`src/rtl/mem_port_arbiter.sv`:
```
// Shares the DLX memory port between instruction fetch and load/store; data wins ties.
// Define ARB_FAIR_EN to let a starved fetch win a tie after STARVE_MAX consecutive losses.
module mem_port_arbiter #(
    parameter int TIMEOUT    = 16,
    parameter int STARVE_MAX = 4
) (
    input  logic        clk,
    input  logic        rst_n,
    input  logic        if_req,
    input  logic [31:0] if_addr,
    output logic        if_gnt,
    output logic        if_done,
    output logic [31:0] if_rdata,
    input  logic        d_req,
    input  logic        d_wr,
    input  logic [1:0]  d_size,
    input  logic [31:0] d_addr,
    input  logic [31:0] d_wdata,
    output logic        d_gnt,
    output logic        d_done,
    output logic [31:0] d_rdata,
    output logic        bus_err,
    output logic        mem_en,
    output logic        mem_wr,
    output logic [1:0]  mem_size,
    output logic [31:0] mem_addr,
    output logic [31:0] mem_wdata,
    input  logic [31:0] mem_rdata,
    input  logic        mem_ready
);
    localparam int TW = (TIMEOUT > 0) ? $clog2(TIMEOUT + 1) : 1;
    localparam int SW = (STARVE_MAX > 0) ? $clog2(STARVE_MAX + 1) : 1;

    typedef enum logic [1:0] {IDLE, FETCH, DATA, ERR} state_t;

    state_t         state_q;
    logic           owner_q;  // 1: data port owns the transaction
    logic [TW-1:0]  wait_q;
    logic [SW-1:0]  starve_q;
    logic           if_gnt_q, if_done_q, d_gnt_q, d_done_q, bus_err_q;
    logic           mem_en_q, mem_wr_q;
    logic [1:0]     mem_size_q;
    logic [31:0]    mem_addr_q, mem_wdata_q, if_rdata_q, d_rdata_q;

    logic           fetch_first, sel_data, sel_fetch, win_mis, expire;
    logic [1:0]     win_size;
    logic [31:0]    win_addr;

`ifdef ARB_FAIR_EN
    assign fetch_first = (starve_q == SW'(STARVE_MAX));
`else
    assign fetch_first = 1'b0;
`endif

    always_comb begin
        sel_data  = d_req && !(if_req && fetch_first);
        sel_fetch = if_req && !sel_data;
        win_size  = sel_data ? d_size : 2'b10;
        win_addr  = sel_data ? d_addr : if_addr;
        win_mis   = (win_size == 2'b11) ||
                    (win_size == 2'b01 && win_addr[0]) ||
                    (win_size == 2'b10 && win_addr[1:0] != 2'b00);
        expire    = (TIMEOUT > 0) && (wait_q == TW'(TIMEOUT - 1));
    end

    always_ff @(posedge clk or negedge rst_n) begin
        if (!rst_n) begin
            state_q     <= IDLE;
            owner_q     <= 1'b0;
            wait_q      <= '0;
            starve_q    <= '0;
            if_gnt_q    <= 1'b0;
            if_done_q   <= 1'b0;
            d_gnt_q     <= 1'b0;
            d_done_q    <= 1'b0;
            bus_err_q   <= 1'b0;
            mem_en_q    <= 1'b0;
            mem_wr_q    <= 1'b0;
            mem_size_q  <= 2'b00;
            mem_addr_q  <= '0;
            mem_wdata_q <= '0;
            if_rdata_q  <= '0;
            d_rdata_q   <= '0;
        end else begin
            if_gnt_q  <= 1'b0;
            d_gnt_q   <= 1'b0;
            if_done_q <= 1'b0;
            d_done_q  <= 1'b0;
            bus_err_q <= 1'b0;
            case (state_q)
                IDLE: begin
                    if (sel_data || sel_fetch) begin
                        owner_q     <= sel_data;
                        wait_q      <= '0;
                        if_gnt_q    <= sel_fetch;
                        d_gnt_q     <= sel_data;
                        mem_size_q  <= win_size;
                        mem_addr_q  <= win_addr;
                        mem_wr_q    <= sel_data && d_wr && !win_mis;
                        mem_wdata_q <= sel_data ? d_wdata : 32'h0;
                        if (sel_fetch)
                            starve_q <= '0;
                        else if (if_req && starve_q != SW'(STARVE_MAX))
                            starve_q <= starve_q + SW'(1);
                        if (win_mis) begin
                            state_q <= ERR;
                        end else begin
                            state_q  <= sel_data ? DATA : FETCH;
                            mem_en_q <= 1'b1;
                        end
                    end
                end
                FETCH, DATA: begin
                    // A ready on the timeout edge still completes normally.
                    if (mem_ready || expire) begin
                        state_q   <= IDLE;
                        mem_en_q  <= 1'b0;
                        mem_wr_q  <= 1'b0;
                        bus_err_q <= !mem_ready;
                        if (owner_q) d_done_q  <= 1'b1;
                        else         if_done_q <= 1'b1;
                        if (mem_ready && !owner_q)
                            if_rdata_q <= mem_rdata;
                        else if (mem_ready && !mem_wr_q)
                            d_rdata_q <= mem_rdata;
                    end else if (TIMEOUT > 0) begin
                        wait_q <= wait_q + TW'(1);
                    end
                end
                ERR: begin
                    state_q   <= IDLE;
                    bus_err_q <= 1'b1;
                    if (owner_q) d_done_q  <= 1'b1;
                    else         if_done_q <= 1'b1;
                end
                default: state_q <= IDLE;
            endcase
        end
    end

    assign if_gnt    = if_gnt_q;
    assign if_done   = if_done_q;
    assign if_rdata  = if_rdata_q;
    assign d_gnt     = d_gnt_q;
    assign d_done    = d_done_q;
    assign d_rdata   = d_rdata_q;
    assign bus_err   = bus_err_q;
    assign mem_en    = mem_en_q;
    assign mem_wr    = mem_wr_q;
    assign mem_size  = mem_size_q;
    assign mem_addr  = mem_addr_q;
    assign mem_wdata = mem_wdata_q;
endmodule

```
`config.mk`:
```
export PLATFORM = sky130hd
export DESIGN_NAME = mem_port_arbiter
export DESIGN_NICKNAME = d
export VERILOG_FILES = /design/src/rtl/mem_port_arbiter.sv
export SDC_FILE = /design/constraint.sdc
export NUM_CORES = 1
export LEC_CHECK = 0
export ABC_CLOCK_PERIOD_IN_PS = 1900
export CORE_AREA = 2 2 129 131
export DETAILED_ROUTE_END_ITERATION = 10
export DIE_AREA = 0 0 131 133
export PLACE_DENSITY = 0.76
export SKIP_CTS_REPAIR_TIMING = 1
export SYNTH_ARGS = -nofsm -noshare
export SYNTH_HDL_FRONTEND = slang
export SYNTH_SLANG_ARGS = --single-unit
```
`constraint.sdc`:
```
create_clock -name clk -period 1.9 [get_ports clk]
set_clock_uncertainty 0.05 [all_clocks]
set_input_delay 0.38 -clock clk [delete_from_list [all_inputs] [get_ports clk]]
set_output_delay 0.38 -clock clk [all_outputs]
set_load 0.005 [all_outputs]
```
==> impl_metrics.yaml, run 1 <==
timing:
  report.final.slew_viol_count: 0
  maxSlewHeadroom: 0.630
  finalCriticalPeriod_ns: 1.81
  worstMarginPinSlew_ns: 0.553
  hold_violations: 0
  fin_crit_sh: 0.952
  fmax_mhz: 553
  finalSetupTns_ns: 0
  finalSetupViolCount: 0
setup_path:
  crit_fanout: 3
  crit_family: "buffers and inverters"
  critPathArrivalTime_ns: 1.38
  end_kind: "primary output"
  slowest_delay_ns: 0.59
  crit_slowest_cell: "clkdlybuf4s50_1"
  path_cells: "clkdlybuf4s50_1"
  cp-start-kind: "flip-flop"
  crit_buf_inv: 1
  required_ns: 1.47
  worstSetupPathType: "reg2out"
floorplan:
  core-area_um2: 16200
  fp.dieW_um: 131
  rows: 47
  die_height_um: 133
  io_pins: 273
  die-area_um2: 17400
  start_util: 0.359
cts:
  clkTransAtPathRegs_ns: 0.06
  numCtsBuffers: 17
  cts_max_path_buffers: 2
  cts_tree: "built"
  htreeDepth: 4
  cts-root-buf: "clkbuf_16"
  clock-sinks: 145
  worstSkewPairLatency_ns: 0.41
placement:
  dp_cells: 914
  port_buffers: 272
  dpl_cell_area_um2: 8880
  place_congestion: 0.759
  dp_hpwl_mm: 12.3
job:
  drv_cap: 0
finish:
  final_cells: 949
  nets: 857
  seq_area_um2: 3630
  drive_gt1_frac: 0.178
  final_cell_mix: "clkdlybuf4s50_1 (270), dfrtp_1 (145), mux2_2 (64)"
  antennaDiodeCount: 0
  syn2layout_area_growth_pct: 64.7
  multi_input_area_um2: 2070
  final_common_cell: "clkdlybuf4s50_1"
  final_cell_area_um2: 9560
  fillers: 1269
grt:
  antenna_found_initial: 0
  met3_usage: 0.0655
  grt_pass1_vias: 4728
  grt_max_degree: 74
  use_met1: 0.212
  met2_usage: 0.318
  gr-total-overflow: 0
  grt_use_total: 0.187
  grt_pass1_wl_mm: 24.8
  grt-busiest-layer: "met2"
yosys:
  synth_top_area_share: 0.625
  ys_warn_count: 0
  ys.flop_type: "dfrtp_1"
  syn_area_um2: 5800
  synth_largest_area_cell: "dfrtp_1"
  synth-seq-cells: 145
  avgSynthCellArea_um2: 13.5
  async_flop_share: 1.00
  synth_area_leaders: "dfrtp_1 (63%), mux2_2 (12%), mux2i_1 (5.7%)"
  ys_seq_area_frac: 0.625
  yosysUniqueCellTypes: 35
  syn_nets: 572
  synth_edf_count: 0
  syn_inst: 431
pwr:
  vdd_drop_max_uv: 716
  power_per_cell_area_nw_per_um2: 1600
  power.leakage_nw: 4.15
routing:
  num_vias: 4558
  drtIter0Drc: 154
  drc: 0
  ant_nets: 0
  routed_wirelength_mm: 16.4
  drt-vias-per-instance: 4.80
  wire_per_inst_um: 17.3
  dr.pass1.iters: 4
hold_path:
  hp-class: "in2async"
run_status:
  status: "finished clean"
## final cells by class
class / instances / share of cell area
Clock buffer: 17 / 0.0445
Sequential cell: 145 / 0.380
Inverter: 9 / 0.00353
Multi-Input combinational cell: 251 / 0.217
Timing Repair Buffer: 292 / 0.308
Clock inverter: 15 / 0.0185
Tap cell: 220 / 0.0288
## routing by layer
layer	routed length (um)	vias up
met5	0	-
met2	8240	220
met4	354	0
li1	-	2108
met3	1460	29
met1	6360	2201
## flip-flops by register name, summed over array words and instances, names as in the netlist, 2 cells and up
register and count:
state_q 2, if_rdata 32, mem_addr 32, d_rdata 32, mem_wdata 32, mem_size 2
wait_q 5
## synth_stat cells (2+ instances only)
| cell type | instances |
|---|---|
| a22o_1 | 33 |
| a22oi_1 | 2 |
| buf_2 | 14 |
| buf_4 | 4 |
| clkbuf_1 | 8 |
| dfrtp_1 | 145 |
| ha_1 | 5 |
| inv_1 | 9 |
| mux2_2 | 64 |
| mux2i_1 | 33 |
| nand2_1 | 39 |
| nand3_1 | 2 |
| nand3b_1 | 2 |
| nor2_1 | 8 |
| nor3_1 | 3 |
| nor3b_1 | 2 |
| o21ai_0 | 38 |
| o31ai_1 | 2 |
| xnor2_1 | 2 |
## kinds of logic after synthesis
| group | count (synthesis) | synth area share |
|---|---|---|
| compound gates | 82 | 0.0968 |
| buf+inv | 35 | 0.0282 |
| mux | 97 | 0.181 |
| xor+xnor | 2 | 0.00302 |
| simple gates | 65 | 0.0548 |
| fa+ha+maj | 5 | 0.0108 |
| flops | 145 | 0.625 |
## path summary, 6_finish.rpt
check,start,endpoint,slack (ns),cells past startpoint
setup / recovery,mem_en$_DFFE_PN0P_,mem_en,0.09,1
hold / removal,rst_n,d_rdata[1]$_DFFE_PN0P_,0.33,2
setup reg to reg,wait_q[1]$_DFFE_PN0P_,wait_q[2]$_DFFE_PN0P_,0.09,7
hold reg to reg,mem_addr[28]$_DFFE_PN0P_,mem_addr[28]$_DFFE_PN0P_,0.43,2
max in group asynchronous,rst_n,d_rdata[15]$_DFFE_PN0P_,0.86,3
min in group clk,d_req,mem_wr$_DFFE_PN0P_,0.42,3
## through the flow
stage | power (W) | setup WS, ns | hold slack (ns) | util
floorplan | 0.00786 | 0.0574 | 0.0344 | -
global placement | 0.0117 | 0.0533 | 0.176 | 0.549
detailed placement | 0.0119 | -0.0714 | 0.174 | 0.549
finish | 0.0153 | 0.0917 | 0.329 | 0.591
global route | 0.0162 | -0.00480 | 0.322 | 0.591
CTS | 0.0154 | -0.0717 | -0.278 | 0.586
## power by group
part	leakage [nW]	total (W)	switching (W)	internal, W
logic	2.08	0.00660	0.00245	0.00415
clock network	0.286	0.00336	0.00139	0.00197
registers	1.78	0.00536	0.000815	0.00455
Note: power is estimated with default switching activity, not from simulation.
==> run 2: changes to the inputs <==
--- a/config.mk
+++ b/config.mk
@@ -6,9 +6,11 @@
 export NUM_CORES = 1
 export LEC_CHECK = 0
 export ABC_CLOCK_PERIOD_IN_PS = 1900
-export CORE_AREA = 2 2 129 131
+export CELL_PAD_IN_SITES_DETAIL_PLACEMENT = 0
+export CELL_PAD_IN_SITES_GLOBAL_PLACEMENT = 1
+export CORE_AREA = 2 2 147 149
 export DETAILED_ROUTE_END_ITERATION = 10
-export DIE_AREA = 0 0 131 133
+export DIE_AREA = 0 0 149 151
 export PLACE_DENSITY = 0.76
 export SKIP_CTS_REPAIR_TIMING = 1
 export SYNTH_ARGS = -nofsm -noshare
==> run 2 against run 1 <==
Flip-flop and latch count stayed put; register-to-register slack hardly changed; sequential power hardly changed; combinational power hardly changed; cell area is 1.3% higher.
==> impl_metrics.yaml, run 2 (synthesized netlist as in run 1, its figures left out) <==
run_status:
  status: "finished clean"
setup_path:
  cp_common_cell: "ha_2"
  required_ns: 2.14
  crit_family: "simple AND/OR/NAND/NOR gates"
  crit_fanout: 5
  crit_buf_inv: 0
  path_cells: "ha_2 -> and3_1 -> ha_2 -> o21a_4 -> nor4b_4 -> xnor2_1 -> nor2_1"
  end_kind: "flip-flop"
  worstSetupPathType: "reg2reg"
  critPathArrivalTime_ns: 2.05
  slowest_delay_ns: 0.38
  crit_slowest_cell: "dfrtp_1"
  r2r_slack_ns: 0.1
  cp-start-kind: "flip-flop"
timing:
  worst_slack_ns: 0.0983
  finalSetupTns_ns: 0
  report.final.slew_viol_count: 0
  fin_crit_sh: 0.948
  worstMarginPinSlew_ns: 0.414
  finalCriticalPeriod_ns: 1.80
  fmax_mhz: 555
  maxSlewHeadroom: 0.723
  finalSetupViolCount: 0
  hold_violations: 0
routing:
  drt-vias-per-instance: 4.51
  drc: 0
  num_vias: 4522
  wire_per_inst_um: 16.6
  routed_wirelength_mm: 16.7
  drtIter0Drc: 105
  dr.pass1.iters: 5
  ant_nets: 0
cts:
  clkTransAtPathRegs_ns: 0.07
  worstSkewPairLatency_ns: 0.41
  cts-root-buf: "clkbuf_16"
  cts_max_path_buffers: 2
  clock-sinks: 145
  numCtsBuffers: 17
  htreeDepth: 4
  cts_tree: "built"
floorplan:
  core-area_um2: 20800
  io_pins: 273
  die_height_um: 151
  rows: 53
  start_util: 0.279
  die-area_um2: 22500
  fp.dieW_um: 149
grt:
  gr-total-overflow: 0
  grt_max_degree: 62
  grt_pass1_wl_mm: 26.0
  grt_pass1_vias: 4761
  grt_use_total: 0.150
  antenna_found_initial: 0
placement:
  dp_hpwl_mm: 12.2
  place_congestion: 0.759
  port_buffers: 272
  pre_cts_ws_ns: -0.0432
  dp_cells: 968
finish:
  seq_area_um2: 3630
  multi_input_area_um2: 2070
  final_cell_mix: "clkdlybuf4s50_1 (270), dfrtp_1 (145), mux2_2 (64)"
  final_cells: 1003
  fillers: 1876
  final_common_cell: "clkdlybuf4s50_1"
  antennaDiodeCount: 0
  syn2layout_area_growth_pct: 66.8
  drive_gt1_frac: 0.176
  nets: 856
hold_path:
  hp-class: "in2async"
job:
  drv_cap: 0
pwr:
  power.leakage_nw: 4.18
  power_per_cell_area_nw_per_um2: 1610
  vdd_drop_max_uv: 615
==> run 2: cell types whose count changed in the layout (fill, tap and decap cells not counted), sizes merged <==
| cell | change |
|---|---|
| clkinvlp | -3 |
| bufinv | +1 |
| buf | -1 |
| clkinv | -1 |
| inv | +3 |
==> run 2: layout make-up <==
| cell class | count | share of cell area |
|---|---|---|
| well taps | 275 | 0.0355 |
| repair buffers | 291 | 0.306 |
| flip-flops and latches | 145 | 0.375 |
| inverters | 9 | 0.00349 |
| clock buffers | 17 | 0.0439 |
| clock inverters | 15 | 0.0224 |
| multi-input cells | 251 | 0.214 |
==> run 2: path summary, 6_finish.rpt <==
check,startpoint,end,cells after the start
max,wait_q[0]$_DFFE_PN0P_,wait_q[2]$_DFFE_PN0P_,7
max in group asynchronous,rst_n,mem_addr[4]$_DFFE_PN0P_,3
max reg2reg,wait_q[0]$_DFFE_PN0P_,wait_q[2]$_DFFE_PN0P_,7
min in group clk,mem_addr[8]$_DFFE_PN0P_,mem_addr[8]$_DFFE_PN0P_,2
min,rst_n,if_rdata[12]$_DFFE_PN0P_,2
min reg2reg,mem_addr[8]$_DFFE_PN0P_,mem_addr[8]$_DFFE_PN0P_,2
==> run 2: routing by layer <==
| layer | up-vias | wire (um) | global-route usage |
|---|---|---|---|
| met5 | - | 0 | 0 |
| met4 | 0 | 265 | 0.0514 |
| met3 | 19 | 1640 | 0.0575 |
| met2 | 229 | 7630 | 0.238 |
| met1 | 2168 | 7120 | 0.187 |
| li1 | 2106 | - | - |
==> run 2: power by group <==
part	switching (W)	internal (W)	leakage (nW)
clock network	0.00149	0.00214	0.316
logic	0.00241	0.00416	2.09
registers	0.000802	0.00455	1.78
==> run 2: through the flow <==
step | instance area [um2] | total power, W | util | hold WS, ns
floorplan | 5800 | 0.00786 | - | 0.0344
global placement | 8960 | 0.0118 | 0.430 | 0.268
detailed placement | 8960 | 0.0119 | 0.430 | 0.270
CTS | 9610 | 0.0157 | 0.461 | -0.179
global route | 9680 | 0.0166 | 0.465 | 0.426
finish | 9680 | 0.0156 | 0.465 | 0.417
